File: src/rtl/mem_arb_pkg.sv
// Shared definitions for the two-port memory arbiter: FSM encoding and default timeout.
package mem_arb_pkg;

  typedef enum logic [1:0] {
    IDLE    = 2'b00,
    BUSY_IF = 2'b01,
    BUSY_DM = 2'b10
  } state_t;

  localparam int TIMEOUT_DEFAULT = 255;

endpackage

File: src/rtl/mem_arb_timer.sv
// 8-bit wait counter for a BUSY transaction; expired flags the cycle in which
// the count reaches TIMEOUT so the FSM can abort on that same edge.
module mem_arb_timer #(
  parameter int TIMEOUT = mem_arb_pkg::TIMEOUT_DEFAULT
) (
  input  logic clk,
  input  logic rst_n,
  input  logic clear,
  input  logic enable,
  output logic expired
);

  logic [7:0] count;

  always_ff @(posedge clk) begin
    if (!rst_n) begin
      count <= '0;
    end else if (clear) begin
      count <= '0;
    end else if (enable) begin
      count <= count + 8'd1;
    end
  end

  // This increment would make the count equal TIMEOUT.
  assign expired = enable && (count == 8'(TIMEOUT - 1));

endmodule

File: src/rtl/mem_arbiter.sv
// Arbitrates instruction-fetch and data-memory requests onto one memory port.
// Define MEM_ARB_RR_EN to alternate grants under contention instead of fixed dm priority.
module mem_arbiter
  import mem_arb_pkg::*;
#(
  parameter int ADDR_W  = 32,
  parameter int DATA_W  = 32,
  parameter int TIMEOUT = TIMEOUT_DEFAULT
) (
  input  logic              clk,
  input  logic              rst_n,
  input  logic              if_req,
  input  logic [ADDR_W-1:0] if_addr,
  output logic [DATA_W-1:0] if_rdata,
  output logic              if_done,
  output logic              if_stall,
  input  logic              dm_req,
  input  logic              dm_we,
  input  logic [ADDR_W-1:0] dm_addr,
  input  logic [DATA_W-1:0] dm_wdata,
  output logic [DATA_W-1:0] dm_rdata,
  output logic              dm_done,
  output logic              dm_stall,
  output logic              mem_req,
  output logic              mem_we,
  output logic [ADDR_W-1:0] mem_addr,
  output logic [DATA_W-1:0] mem_wdata,
  input  logic              mem_ready,
  input  logic [DATA_W-1:0] mem_rdata,
  output logic              err,
  output logic [1:0]        state_dbg
);

  // Handshake: a requester holds x_req and its operands until x_done pulses;
  // x_req still high in the done cycle is taken as a fresh request. The memory
  // holds mem_req/operands stable until mem_ready, with mem_rdata valid alongside it.

  state_t            state;
  logic [ADDR_W-1:0] addr_q;
  logic              we_q;
  logic [DATA_W-1:0] wdata_q;
  logic              grant_dm;
  logic              contention;
  logic              expired;

  assign contention = if_req && dm_req;

`ifdef MEM_ARB_RR_EN
  logic last_grant_dm;
  // Only contended grants move the pointer; reset value lets dm win first.
  assign grant_dm = dm_req && !(contention && last_grant_dm);
`else
  assign grant_dm = dm_req;
`endif

  always_ff @(posedge clk) begin
    if (!rst_n) begin
      state    <= IDLE;
      addr_q   <= '0;
      we_q     <= 1'b0;
      wdata_q  <= '0;
      if_rdata <= '0;
      dm_rdata <= '0;
      if_done  <= 1'b0;
      dm_done  <= 1'b0;
      err      <= 1'b0;
`ifdef MEM_ARB_RR_EN
      last_grant_dm <= 1'b0;
`endif
    end else begin
      if_done <= 1'b0;
      dm_done <= 1'b0;
      err     <= 1'b0;
      case (state)
        IDLE: begin
          if (grant_dm) begin
            state   <= BUSY_DM;
            addr_q  <= dm_addr;
            we_q    <= dm_we;
            wdata_q <= dm_wdata;
`ifdef MEM_ARB_RR_EN
            if (contention) last_grant_dm <= 1'b1;
`endif
          end else if (if_req) begin
            state   <= BUSY_IF;
            addr_q  <= if_addr;
            we_q    <= 1'b0;
            wdata_q <= '0;
`ifdef MEM_ARB_RR_EN
            if (contention) last_grant_dm <= 1'b0;
`endif
          end
        end
        BUSY_IF: begin
          if (mem_ready) begin
            if_rdata <= mem_rdata;
            if_done  <= 1'b1;
            state    <= IDLE;
          end else if (expired) begin
            if_done <= 1'b1;
            err     <= 1'b1;
            state   <= IDLE;
          end
        end
        BUSY_DM: begin
          if (mem_ready) begin
            dm_rdata <= mem_rdata;
            dm_done  <= 1'b1;
            state    <= IDLE;
          end else if (expired) begin
            dm_done <= 1'b1;
            err     <= 1'b1;
            state   <= IDLE;
          end
        end
        default: state <= IDLE;
      endcase
    end
  end

  mem_arb_timer #(.TIMEOUT(TIMEOUT)) u_timer (
    .clk     (clk),
    .rst_n   (rst_n),
    .clear   (state == IDLE),
    .enable  ((state != IDLE) && !mem_ready),
    .expired (expired)
  );

  assign mem_req   = (state != IDLE);
  assign mem_we    = we_q && (state == BUSY_DM);
  assign mem_addr  = addr_q;
  assign mem_wdata = wdata_q;
  assign if_stall  = if_req && !if_done;
  assign dm_stall  = dm_req && !dm_done;
  assign state_dbg = state;

endmodule

File: config.mk
export PLATFORM = sky130hd
export DESIGN_NAME = mem_arbiter
export DESIGN_NICKNAME = d
export VERILOG_FILES = /design/src/rtl/mem_arb_pkg.sv /design/src/rtl/mem_arb_timer.sv /design/src/rtl/mem_arbiter.sv
export SDC_FILE = /design/constraint.sdc
export NUM_CORES = 1
export LEC_CHECK = 0
export CORE_MARGIN = 2
export CORE_UTILIZATION = 37
export DETAILED_ROUTE_END_ITERATION = 8
export GPL_TIMING_DRIVEN = 0
export PLACE_DENSITY = 0.72
export SYNTH_ARGS = -nofsm -noshare
export SYNTH_HDL_FRONTEND = slang
export SYNTH_SLANG_ARGS = --single-unit
File: constraint.sdc
create_clock -name clk -period 2.59 [get_ports clk]
set_clock_uncertainty 0.2 [all_clocks]
set_input_delay 0.259 -clock clk [delete_from_list [all_inputs] [get_ports clk]]
set_output_delay 0.259 -clock clk [all_outputs]
set_load 0.02 [all_outputs]
* After elaboration in Yosys (flattened, before gate mapping) *
Cells that the tools add are included.

storage, ports and cells
  flip-flop bits (word level) = 142
  input bits = 134
  word-level logic and storage cells = 51

cells by class
  add/sub/neg operators = 1
  equality and inequality tests = 5
  muxes and demuxes = 13
  bitwise operators = 2
  reductions and logical operators = 20

operator list
  kind                                                                      number
  32-bit 2-to-1 mux                                                         4
  2-bit AND reduction                                                       6
  8-bit by 1-bit adder with 8-bit output (second input constant)            1
  8-bit equality test (second input constant)                               1
  2-bit 2-to-1 mux                                                          4
  1-bit logical AND                                                         5
  1-bit 2-to-1 mux                                                          4
  2-bit case mux with 2 select lines                                        1
  2-bit nonzero test                                                        2
  2-bit OR reduction                                                        2
  1-bit zero test                                                           3
  3-bit by 1-bit inequality test with 1-bit output (second input constant)  1
  3-bit inequality test (second input constant)                             1
  3-bit OR reduction                                                        1
  2-bit by 1-bit equality test with 1-bit output (second input constant)    1
  2-bit equality test (second input constant)                               1
  2-bit zero test                                                           1
  1-bit inverter                                                            2

* Depth between registers and ports, before layout *
  depth in word-level cells = 6
  depth in mapped cells = 8
  mapped depth without buffers = 5

* By module *
Synthesis repeated with hierarchy kept, for this count alone.

second synthesis, totals
  cell total of the unflattened synthesis = 609
  area, all modules = 5741.8 um2

modules (own cells, without submodules)
  module         times used  cells an instance  area each (um2)  sequential area each (um2)
  mem_arbiter    1           567                5372.7           2682.6
  mem_arb_timer  1           42                 369.1            160.2

* Worst setup path before layout *
OpenSTA, ideal clock, no wires.

  kind = reg2reg
  from = register state[0] (netlist: state_dbg[0])
  to = register u_timer.count[7]
  arrival time = 1.707 ns
  slack = 0.612 ns
  stages on the path, launching flop included = 7
  path buffers = 1
  path through = dfxtp_1 -> inv_1 -> ha_1 -> buf_6 -> nand4bb_4 -> or4_1 -> a21oi_1

between the ends
  word-level cells in the longest chain between the ends = 2
  elaborated cells on any way between the ends = 4
  those cells by class = reduce/logical: 4

RTL lines
  what                                                               RTL line                                source
  from (decl)                                                        mem_arbiter.sv:38                       state_t state;
  from (signal assigned)                                             mem_arbiter.sv:58                       state <= IDLE;
  from (signal assigned)                                             mem_arbiter.sv:77                       state <= BUSY_DM;
  from (signal assigned)                                             mem_arbiter.sv:85                       state <= BUSY_IF;
  2-bit zero test or 2-bit nonzero test (tied branches)              mem_arbiter.sv:124, mem_arbiter.sv:125
  2-bit OR reduction (no line) or 1-bit logical AND (tied branches)  -
  to (signal assigned)                                               mem_arb_timer.sv:21                     count <= count + 8'd1;
  to (decl)                                                          mem_arb_timer.sv:13                     logic [7:0] count;

Several ways; a longest one is shown, not always the timed one.
A chain may end at the register's enable or synchronous reset.

* Worst setup path in the final report *
  from = input port dm_req
  to = output port dm_stall

between the ends
  word-level cells in the longest chain between the ends = 1

RTL lines
  what               RTL line            source
  from (decl)        mem_arbiter.sv:17   input logic dm_req,
  1-bit logical AND  mem_arbiter.sv:134  assign dm_stall = dm_req && !dm_done;
  to (decl)          mem_arbiter.sv:23   output logic dm_stall,

No other way between the ends.

==> impl_metrics.yaml <==
routing:
  vias_per_cell: 4.904
  wl_per_cell_um: 15.44
  drc: 0
  first_pass_iters: 4
  wl_um: 16880
  vias: 5360
  ant_nets: 0
  drtIter0Drc: 265
worst_setup_path:
  crit_fanout: 10
  cp-end-kind: "primary output"
  cp_data_arrival_time_ns: 2.03
  critPathLaunchType: "primary input"
  path_class: "in2out"
  critPathRequiredTime_ns: 2.13
placement:
  dpl_worst_slack_ns: -0.06839
  portBuffers: 270
  routabilityCongestion: 0.7541
  hpwl_um: 12950
  place_area_um2: 8264
sta:
  timing.slew.headroom: 0.5648
  fmax_mhz: 401.2
  setup_viol: 0
  worstMarginPinSlew_ns: 0.6527
  fin_crit_sh: 0.9623
  finalSetupTns_ns: 0
  setup_slack_ns: 0.09755
  rsz0062_at_grt: "no"
  hold_violations: 0
  slew_violations: 0
  final.min_clock_period_ns: 2.492
synthesis:
  synth_edf_count: 0
  syn-num-nets: 750
  syn-cell-area_um2: 5336
  yosys_warnings: 0
  avgSynthCellArea_um2: 8.734
  synth-main-ff-cell: "dfxtp_1"
  synthDistinctLibCells: 34
  yosysSeqAreaShare: 0.5327
  synthCells: 611
  synthArstFlopShare: 0
  yosys_register_bits: 142
global_routing:
  busiest_layer: "met2"
  antenna_found_initial: 0
  grtUsageMet1: 0.2624
  use_met3: 0.06777
  overflow: 0
  grt_max_degree: 17
  grt_pass1_wl_um: 25850
  use_met2: 0.3648
  grt_pass1_vias: 5092
  grtUsageTotal: 0.2187
cts:
  clk_pin_slew_ns: 0.06
  cts_setup_buffers: 0
  cts_root_buf: "clkbuf_16"
  cts_buffers: 17
  worstSkewPairLatency_ns: 0.41
  cts_tree: "built"
  clockBufferDepth: 2
  cts.sinks: 142
  htreeDepth: 4
final_layout:
  layout_commonest_cell: "clkdlybuf4s50_1"
  num-nets-final: 1039
  syn_to_final_growth_pct: 66.33
  drive_gt1_frac: 0.05805
  finalInstanceArea_um2: 8876
  n_antenna_cell: 0
  mostFrequentLayoutCells: "clkdlybuf4s50_1, dfxtp_1, nand2_1, a21oi_1, nor2_1"
  final_util: 0.6345
power:
  finalPower_mw: 6.370
  p_leak_nw: 3.315
  vdd_drop_max_uv: 459.7
  powerDensity_nw_per_um2: 717.6
floorplan:
  initial_core_util: 0.3815
  die_h_um: 124.1
  rows: 43
  die_w_um: 124.1
  io_pins: 271
  core_um2: 13990
  die_area_um2: 15400
min_path:
  hold_path_class: "in2reg"
job:
  maxCapViolations: 0
outcome:
  outcome: "complete, no violations"
logic make-up after synthesis:
group | after synthesis | share of synthesized area
fa+ha+maj | 5 | 0.01172
buf+inv | 56 | 0.04525
mux | 32 | 0.06002
simple gates | 225 | 0.1744
compound gates | 149 | 0.1726
xor+xnor | 2 | 0.003283
flops | 142 | 0.5327
layout make-up:
type	count	area, um2
Sequential cell	142	2843
Multi-Input combinational cell	413	2252
Timing Repair Buffer	270	2703
Buffer	48	216.5
Clock buffer	21	440.4
Fill cell	1230	5112
Clock inverter	11	166.4
Tap cell	180	225.2
Inverter	8	30.03
per-stage QoR:
step                cells  hold slack, ns
floorplan             611          0.1950
global placement     1061          0.2416
detailed placement   1061          0.2465
CTS                  1093          0.2152
global route         1093          0.2381
finish               1093          0.2336
final timing paths:
path	start	to	slack [ns]	cells past startpoint
worst max register to register	state_dbg[0]	u_timer.count[7]	0.64	6
worst min register to register	dm_rdata[12]	dm_rdata[12]	0.25	2
worst min-delay path	mem_rdata[17]	if_rdata[17]	0.23	3
worst max-delay path	dm_req	dm_stall	0.1	5
worst max-delay path, cell delays in order:
cell and delay (ns):
clkdlybuf4s50_1 0.50, clkbuf_4 0.23, buf_4 0.24, nor2b_1 0.15
clkdlybuf4s50_1 0.65
layer usage:
metal  vias to the layer above  wire (um)
met1                      2465       6860
met5                         -          0
li1                       2658          -
met4                         0        382
met2                       209       8223
met3                        28       1415
sequential cells by signal, indices dropped and copies added, names as in the netlist, 2 cells and up:
signal	count
mem_addr	32
if_rdata	32
dm_rdata	32
mem_wdata	32
state_dbg	2
u_timer.count	8
what timing repair did:
item,in CTS,in global routing
hold buffers,0,0
gates resized for setup,1,1
endpoints found under the setup margin,1,1
cell usage after synthesis (3+ instances only):
master	instances	area, um2
a211oi_1	33	247.7
a21oi_1	72	360.4
a22oi_1	33	247.7
and2_1	3	18.77
and3_1	3	18.77
buf_1	4	15.01
buf_2	19	95.09
clkbuf_1	24	90.09
dfxtp_1	142	2843
ha_1	5	62.56
inv_1	7	26.28
mux2i_1	32	320.3
nand2_1	133	499.2
nor2_1	70	262.8
o21ai_0	6	30.03
o31ai_1	3	22.52
where the power goes:
group          switching, mW  internal, mW  leakage, nW
clock                  0.910          1.61        0.299
sequential            0.0943          2.36         1.16
combinational          0.726         0.672         1.86
total                   1.73          4.64         3.32
(Power assumes the default switching activity.)
